## config.mk

```make
export PLATFORM = sky130hd
export DESIGN_NAME = seg_scan_ctrl
export DESIGN_NICKNAME = d
export VERILOG_FILES = /design/src/rtl/seg_scan_ctrl_pkg.sv /design/src/rtl/seg_scan_ctrl_hex_to_seg.sv /design/src/rtl/seg_scan_ctrl.sv
export SDC_FILE = /design/constraint.sdc
export NUM_CORES = 1
export LEC_CHECK = 0
export ABC_AREA = 1
export CORE_ASPECT_RATIO = 1.2
export CORE_MARGIN = 2
export CORE_UTILIZATION = 49
export DETAILED_ROUTE_END_ITERATION = 6
export GPL_TIMING_DRIVEN = 0
export PLACE_DENSITY = 0.91
export SLEW_MARGIN = 20
export SYNTH_ARGS = -nofsm -noshare
export SYNTH_HDL_FRONTEND = slang
export SYNTH_HIERARCHICAL = 1
export SYNTH_SLANG_ARGS = --single-unit
```

## constraint.sdc

```tcl
create_clock -name CLK -period 2.45 [get_ports CLK]
set_input_delay 0.49 -clock CLK [delete_from_list [all_inputs] [get_ports CLK]]
set_output_delay 0.49 -clock CLK [all_outputs]
set_load 0.02 [all_outputs]
```

## src/rtl/seg_scan_ctrl_pkg.sv

```systemverilog
// seg_scan_ctrl_pkg: shared display constants and types
// for the seven-segment scan controller
package seg_scan_ctrl_pkg;

  localparam int DIGITS = 4;

  localparam logic [6:0] SEG_BLANK = 7'h7F;

  // active-low g..a patterns, entry n is hex digit n
  localparam logic [15:0][6:0] HEX_SEG = {
    7'h0E, 7'h06, 7'h21, 7'h46,
    7'h03, 7'h08, 7'h10, 7'h00,
    7'h78, 7'h02, 7'h12, 7'h19,
    7'h30, 7'h24, 7'h79, 7'h40
  };

  typedef struct packed {
    logic [15:0] val;
    logic [1:0]  sel;
  } snap_t;

  // digit k is a leading zero when every nibble from k upward is zero;
  // digit 0 always shows
  function automatic logic lz_blank(
    input logic [15:0] v,
    input logic [1:0]  k
  );
    logic [15:0] hi;
    hi = v >> {k, 2'b00};
    return (k != 2'd0) && (hi == 16'h0000);
  endfunction

endpackage

```

## src/rtl/seg_scan_ctrl_hex_to_seg.sv

```systemverilog
// hex_to_seg: combinational 4-bit to active-low
// seven-segment decoder
module hex_to_seg
  import seg_scan_ctrl_pkg::*;
(
  input  logic [3:0] nib,
  output logic [6:0] seg
);

  assign seg = HEX_SEG[nib];

endmodule

```

## src/rtl/seg_scan_ctrl.sv

```systemverilog
// seg_scan_ctrl: 4-digit seven-segment scan controller
// frame-snapshotted source select, hex decode, lz blanking
module seg_scan_ctrl
  import seg_scan_ctrl_pkg::*;
#(
  parameter int SCAN_DIV = 262144
) (
  input  logic              CLK,
  input  logic              Reset,
  input  logic [15:0]       src0,
  input  logic [15:0]       src1,
  input  logic [15:0]       src2,
  input  logic [15:0]       src3,
  input  logic [1:0]        select_reg,
  input  logic              blank_lz,
  output logic [DIGITS-1:0] pos_ctrl,
  output logic [7:0]        num_ctrl
);

  localparam int CW = $clog2(SCAN_DIV);
  localparam logic [CW-1:0] LAST = CW'(SCAN_DIV - 1);

  logic [CW-1:0] cnt;
  logic          tick;
  logic          tick_q;
  logic [1:0]    ptr;
  snap_t         snap;
  logic [15:0]   src_sel;
  logic [3:0]    nib;
  logic [6:0]    seg;
  logic          blank;

  assign tick = (cnt == LAST);

  // slot timer, wraps every SCAN_DIV cycles
  always_ff @(posedge CLK) begin
    if (Reset) begin
      cnt <= '0;
    end else if (tick) begin
      cnt <= '0;
    end else begin
      cnt <= cnt + 1'b1;
    end
  end

  // live source mux, only consumed at a frame boundary
  always_comb begin
    src_sel = src0;
    unique case (select_reg)
      2'd0: src_sel = src0;
      2'd1: src_sel = src1;
      2'd2: src_sel = src2;
      2'd3: src_sel = src3;
    endcase
  end

  // digit pointer; snapshot source and select on the wrap to digit 0
  always_ff @(posedge CLK) begin
    if (Reset) begin
      ptr    <= 2'd3;
      snap   <= '0;
      tick_q <= 1'b0;
    end else begin
      tick_q <= tick;
      if (tick) begin
        ptr <= ptr + 2'd1;
        if (ptr == 2'd3) begin
          snap <= '{val: src_sel, sel: select_reg};
        end
      end
    end
  end

  assign nib   = 4'(snap.val >> {ptr, 2'b00});
  assign blank = blank_lz && lz_blank(snap.val, ptr);

  hex_to_seg u_hex (
    .nib (nib),
    .seg (seg)
  );

  // output registers, reloaded one cycle after each tick
  always_ff @(posedge CLK) begin
    if (Reset) begin
      pos_ctrl <= 4'hF;
      num_ctrl <= 8'hFF;
    end else if (tick_q) begin
      pos_ctrl <= ~(4'b0001 << ptr);
      num_ctrl <= {(ptr != snap.sel), blank ? SEG_BLANK : seg};
    end
  end

endmodule

```

==> flow_summary.yaml, run 1 <==
outcome:
  run_status: "completed"
cts:
  h-tree-depth: 2
  numClockSinks: 51
  cts_hold_buf: 0
  clock_network_latency_to_the_later_pin_of_the_worst_skew_pair_ps: 310
  cts_tree: "yes"
  clkSlewWorstSetupHoldPaths_ps: 100
  post_cts_resize_count: 0
  tritoncts.num_buffers: 5
  post_cts_buffers: 0
  max-clock-path-buffers: 2
  cts_root_buffer: "clkbuf_8"
pwr:
  power.density_nw_per_um2: 389
  vdd.ir_drop.worst_v: 0.000269
  power.leakage_nw: 1.61
  report.power.total_mw: 1.58
synthesis:
  top_cell_type_by_total_area_after_synthesis: "dfxtp_1"
  yosysWarningCount: 6
  synth-seq-area-share_pct: 33.2
  synthTopCellsByArea: "dfxtp_1 (33%), nand2_1 (22%), nand4_1 (7.3%)"
  synth_cells: 473
  ys_types: 31
  synthesized_area_per_cell_um2: 6.51
  synth_nets: 554
  synth.top_cell.area_share_pct: 33.2
  postSynthRegisterBits: 51
  synth_area_um2: 3080
worst_setup_path:
  worst_path_max_delay_cell: "dfxtp_1"
  path_cells: "inv_1, buf_2, nand2_1, nand3_1, nand2_1, inv_1, inv_1, ha_1, nand2_1, nand3_1, nand2_1, inv_1, nand2_1, nand2_1, nand2_1"
  ff2ff_path_depth: 15
  flop_to_flop_setup_slack_ps: 390
  critical_path.max_fanout: 11
  critPathKind: "flop to flop"
  critPathMostFrequentCell: "nand2_1"
  cp.required_ps: 2660
  rr_startpoint: "ptr[0]$_SDFFE_PP1P_"
  r2r-end: "num_ctrl[3]$_SDFFE_PP1P_"
  timing.critical_path.to_type: "flop"
  cpPeakStageDelay_ps: 350
  critical-path-top-delay-family: "buffers and inverters"
  path_depth: 15
  cp.buffers_inverters: 5
  worst_ep_arrival_time_ps: 2270
  critPathLaunchType: "flop"
worst_hold_path:
  timing.hold.worst.class: "flop to flop"
  worst_hold_path.endpoint: "cnt[0]$_SDFF_PP0_"
  hold-path-cell-count: 1
  worst_hold_startpoint: "cnt[0]$_SDFF_PP0_"
grt:
  globalRoute.totalOverflow: 0
  first_global_vias: 3236
  grt_antenna_before_repair: 0
  grt_pass1_wl_um: 13700
  grt_max_degree: 19
  grt_usage_pct: 23.5
drt:
  met3_wirelength_um: 414
  route.vias.total: 3340
  met2WireLength_um: 4070
  topRoutingLayerUsed: "met4"
  drt-pass1-iter-count: 4
  drt_iter0_markers: 149
  detail-route-antenna-nets: 0
  detail_route.wirelength_um: 7830
  detail_route.vias_per_cell: 5.20
  routedWlPerCell_um: 12.2
  drc: 0
  routedLengthMet1_um: 3260
place:
  place.detailed.hpwl_um: 6160
  portBuffers: 79
  dpl_cell_area_um2: 3970
  placed_cells: 634
  finalWeightedCongestion: 0.900
timing:
  grt_setup_unrepaired: "no"
  clock.fmax_mhz: 486
  report.final.hold_viol_count: 0
  finalSetupViolCount: 0
  timing.final.crit_share_pct: 84.1
  period_needed_ps: 2060
  timing_max_transition_violations_final: 0
  setup-tns-final_ps: 0
  timing_worst_slew_pin_value_ps: 532
  slew-limit-headroom_pct: 64.4
  fin_worst_hold_slack_ps: 468
  final.setup_skew_ps: 8.81
die:
  initial_core_util_pct: 50.9
  io_pins: 81
  coreArea_um2: 6050
  die_height_um: 90.8
  placementRows: 31
  die_w_um: 76.4
  dieArea_um2: 6940
cells_and_area:
  nets: 640
  fin_area_um2: 4070
  fillers: 524
  areaGrowthSynthToFinish_pct: 32.2
  final_cells: 642
  antenna_diode_count: 0
  post_route_cells_drive_above_1_share_pct: 6.96
job:
  drv.max_cap_violation_count: 0
==> metal layers <==
| layer | up-vias | track usage, % |
|---|---|---|
| met4 | 0 | 6.06 |
| met2 | 111 | 43.8 |
| li1 | 1697 | - |
| met3 | 9 | 4.10 |
| met1 | 1523 | 27.4 |
| met5 | - | 0 |
==> layout make-up <==
| type | instances | area [um^2] | area share (%) |
|---|---|---|---|
| buffer | 23 | 151 | 3.72 |
| clock inverter | 3 | 28.8 | 0.707 |
| inverter | 36 | 135 | 3.32 |
| sequential | 51 | 1020 | 25.1 |
| timing repair buffer | 79 | 791 | 19.4 |
| tap | 82 | 103 | 2.52 |
| clock buffer | 5 | 68.8 | 1.69 |
| multi-input combinational | 363 | 1770 | 43.5 |
==> layout by cell type (no fill, tap or decap), types with 8 or more instances in the layout <==
cell and instances:
clkdlybuf4s50_1 79, nand2_1 178, buf_2 9, ha_1 12, nand3_1 23, nand4_1 36
o21ai_0 8, a21oi_1 38, dfxtp_1 51, inv_1 34, nor2_1 38
==> Yosys cell counts (all sizes together) <==
master	instances
nand3	25
nor2	42
a21oi	38
o21ai	10
and2	1
xor2	6
clkbuf	7
xnor2	4
nand4	36
buf	16
a31oi	1
ha	12
or2	3
nor3	2
nand2	182
inv	36
nor3b	1
dfxtp	51
==> flip-flops by register name (all words and copies together), names as in the netlist <==
signal,flops
pos_ctrl,4
cnt,18
tick_q,1
ptr,2
snap,18
num_ctrl,8
==> worst max-delay path by stage <==
stage | startpoint | end | slack, ps
after global routing | ptr[0]$_SDFFE_PP1P_ | num_ctrl[3]$_SDFFE_PP1P_ | 160
after floorplan | ptr[0]$_SDFFE_PP1P_ | num_ctrl[3]$_SDFFE_PP1P_ | 720
final | ptr[0]$_SDFFE_PP1P_ | num_ctrl[3]$_SDFFE_PP1P_ | 390
after CTS | ptr[0]$_SDFFE_PP1P_ | num_ctrl[3]$_SDFFE_PP1P_ | 400
after global placement | select_reg[0] | snap[3]$_SDFFE_PP0P_ | 270
after detailed placement | select_reg[0] | snap[14]$_SDFFE_PP0P_ | 190
==> through the flow <==
stage	utilization, %	worst slack, ps
2_1_floorplan	-	721
5_1_grt	67.3	156
6_report	67.3	391
3_5_place_dp	65.7	191
3_3_place_gp	65.7	271
4_1_cts	67.3	400
==> kinds of logic after synthesis <==
logic type | synth area share, %
AO/OA/AOI/OAI | 8.13
XOR/XNOR | 2.84
adder cells (fa/ha/maj) | 4.88
buffers and inverters | 9.31
flip-flops | 33.2
AND/OR/NAND/NOR | 41.7
==> power by group <==
part	total, mW	internal [mW]	switching (mW)
registers	0.838	0.834	0.00443
logic	0.228	0.130	0.0985
clock network	0.516	0.212	0.304
No activity file was read; power rests on OpenSTA's default activity.
==> inputs of run 2 (changes only) <==
--- a/config.mk
+++ b/config.mk
@@ -8,10 +8,10 @@
 export ABC_AREA = 1
 export CORE_ASPECT_RATIO = 1.2
 export CORE_MARGIN = 2
-export CORE_UTILIZATION = 49
+export CORE_UTILIZATION = 44
 export DETAILED_ROUTE_END_ITERATION = 6
 export GPL_TIMING_DRIVEN = 0
-export PLACE_DENSITY = 0.91
+export PLACE_DENSITY = 0.87
 export SLEW_MARGIN = 20
 export SYNTH_ARGS = -nofsm -noshare
 export SYNTH_HDL_FRONTEND = slang
==> constraint.sdc (replaced) <==
create_clock -name CLK -period 1.85 [get_ports CLK]
set_input_delay 0.37 -clock CLK [delete_from_list [all_inputs] [get_ports CLK]]
set_output_delay 0.37 -clock CLK [all_outputs]
set_load 0.02 [all_outputs]
==> run 2 against run 1 <==
  * Clock-buffer cell count up 1
  * Combinational power up 41%
  * Register-to-register slack worse by 310 ps
  * Sequential share of layout area down 0.82 points
  * Worst setup slack worse by 310 ps
  * Critical endpoint is now num_ctrl[0]$_SDFFE_PP1P_
==> flow_summary.yaml, run 2 (synthesized netlist as in run 1, its figures left out) <==
drt:
  detail-route-antenna-nets: 0
  routedWlPerCell_um: 12.5
  drc: 0
  topRoutingLayerUsed: "met4"
  met2WireLength_um: 4220
  detail_route.vias_per_cell: 5.20
  drt_iter0_markers: 179
  met3_wirelength_um: 375
  route.vias.total: 3407
  routedLengthMet1_um: 3380
  drt-pass1-iter-count: 4
  detail_route.wirelength_um: 8170
cts:
  numClockSinks: 51
  h-tree-depth: 2
  tritoncts.num_buffers: 5
  cts_tree: "yes"
  clock_network_latency_to_the_later_pin_of_the_worst_skew_pair_ps: 310
  max-clock-path-buffers: 2
  clkSlewWorstSetupHoldPaths_ps: 90
  cts_hold_buf: 0
  cts_root_buffer: "clkbuf_8"
worst_setup_path:
  ff2ff_path_depth: 13
  cpPeakStageDelay_ps: 350
  cp.buffers_inverters: 4
  critPathMostFrequentCell: "nand2_1"
  critPathLaunchType: "flop"
  r2r-end: "num_ctrl[0]$_SDFFE_PP1P_"
  critical-path-top-delay-family: "simple AND/OR/NAND/NOR gates"
  path_cells: "buf_6, clkinvlp_4, buf_4, ha_2, inv_1, nand2_1, nor2_1, nand2_1, nor2_1, nand3_2, nand2_1, nand2_1, nand2_1"
  worst_path_max_delay_cell: "dfxtp_2"
  timing.critical_path.to_type: "flop"
  cp.required_ps: 2110
  rr_startpoint: "ptr[1]$_SDFFE_PP1P_"
  flop_to_flop_setup_slack_ps: 80
  worst_ep_arrival_time_ps: 2020
  critical_path.max_fanout: 7
  critPathKind: "flop to flop"
grt:
  grt_usage_pct: 21.8
  grt_pass1_wl_um: 13400
  grt_antenna_before_repair: 0
  globalRoute.totalOverflow: 0
  grt_max_degree: 17
  first_global_vias: 3271
pwr:
  power.internal_mw: 1.60
  share_clk_of_total_power_pct: 32.4
  power.density_nw_per_um2: 501
  p_seq_share_pct: 52.4
  swShare_pct: 24.7
  report.power.total_mw: 2.12
  total_switching_power_mw: 0.523
  logic_gate_share_of_total_power_pct: 15.2
  vdd.ir_drop.worst_v: 0.000297
  power.leakage_nw: 1.65
die:
  coreArea_um2: 6810
  dieArea_um2: 7690
  die_w_um: 80.4
  initial_core_util_pct: 45.2
  placementRows: 33
  io_pins: 81
  die_height_um: 95.6
outcome:
  run_status: "completed"
cells_and_area:
  layout.cells.most_common: "nand2_1"
  nets: 648
  post_route_cells_drive_above_1_share_pct: 12.3
  fin_area_um2: 4230
  mostFrequentLayoutCells: "nand2_1 (175), clkdlybuf4s50_1 (79), dfxtp_1 (49)"
  reg.largest.list: "cnt: 18 flops, snap: 18 flops, num_ctrl: 8 flops"
  antenna_diode_count: 0
  areaGrowthSynthToFinish_pct: 37.3
worst_hold_path:
  hold-path-cell-count: 2
  worst_hold_path.endpoint: "tick_q$_SDFF_PP0_"
  timing.hold.worst.class: "input port to flop"
  worst_hold_startpoint: "Reset"
timing:
  timing.final.crit_share_pct: 95.5
  report.final.hold_viol_count: 0
  grt_setup_unrepaired: "yes"
  final.setup_skew_ps: 6.63
  setup-tns-final_ps: 0
  slew-limit-headroom_pct: 67.5
  timing_max_transition_violations_final: 0
  finalSetupViolCount: 0
  clock.fmax_mhz: 566
  timing_worst_slew_pin_value_ps: 487
  period_needed_ps: 1770
place:
  finalWeightedCongestion: 0.845
  portBuffers: 79
  place.detailed.hpwl_um: 6280
  dpl_cell_area_um2: 3980
job:
  drv.max_cap_violation_count: 0
==> run 2: layer usage <==
layer	track usage, %	vias to the layer above
li1	-	1711
met3	3.69	21
met5	0	-
met1	24.2	1569
met2	40.9	106
met4	8.33	0
==> run 2: how the worst max path moves through the flow <==
stage | cells past startpoint | slack (ps) | startpoint | endpoint
2_1_floorplan | 15 | 120 | ptr[0]$_SDFFE_PP1P_ | num_ctrl[3]$_SDFFE_PP1P_
3_3_place_gp | 8 | -260 | select_reg[1] | snap[3]$_SDFFE_PP0P_
3_5_place_dp | 8 | -340 | select_reg[1] | snap[2]$_SDFFE_PP0P_
4_1_cts | 14 | 4 | ptr[0]$_SDFFE_PP1P_ | num_ctrl[3]$_SDFFE_PP1P_
5_1_grt | 13 | -70 | ptr[1]$_SDFFE_PP1P_ | num_ctrl[3]$_SDFFE_PP1P_
6_report | 13 | 80 | ptr[1]$_SDFFE_PP1P_ | num_ctrl[0]$_SDFFE_PP1P_
==> run 2: power by group through the flow <==
stage / logic, mW / clock network, mW / registers (mW)
2_1_floorplan: 0.121 / 0 / 1.13
3_3_place_gp: 0.295 / 0 / 1.14
3_5_place_dp: 0.301 / 0 / 1.14
4_1_cts: 0.307 / 0.689 / 1.11
5_1_grt: 0.353 / 0.724 / 1.11
6_report: 0.322 / 0.686 / 1.11
==> run 2: per-stage QoR <==
step	hold slack [ps]	std cells	util, %	worst slack, ps
2_1_floorplan	418	473	-	121
3_3_place_gp	428	639	58.4	-262
3_5_place_dp	450	639	58.4	-339
4_1_cts	391	650	60.5	4.40
5_1_grt	401	655	62.1	-73.5
6_report	396	655	62.1	82.9
==> run 2: final cells by class <==
cell class	instances	area [um^2]
inverter	36	144
tap	87	109
clock inverter	2	13.8
timing repair buffer	88	858
fill	612	2580
sequential	51	1030
buffer	22	166
clock buffer	6	82.6
multi-input combinational	363	1830
==> run 2: what timing repair did <==
action / in CTS / in global routing
resized for setup: 12 / 21
setup buffers: 3 / 6
pin swaps: 0 / 3
setup endpoints to repair: 9 / 21
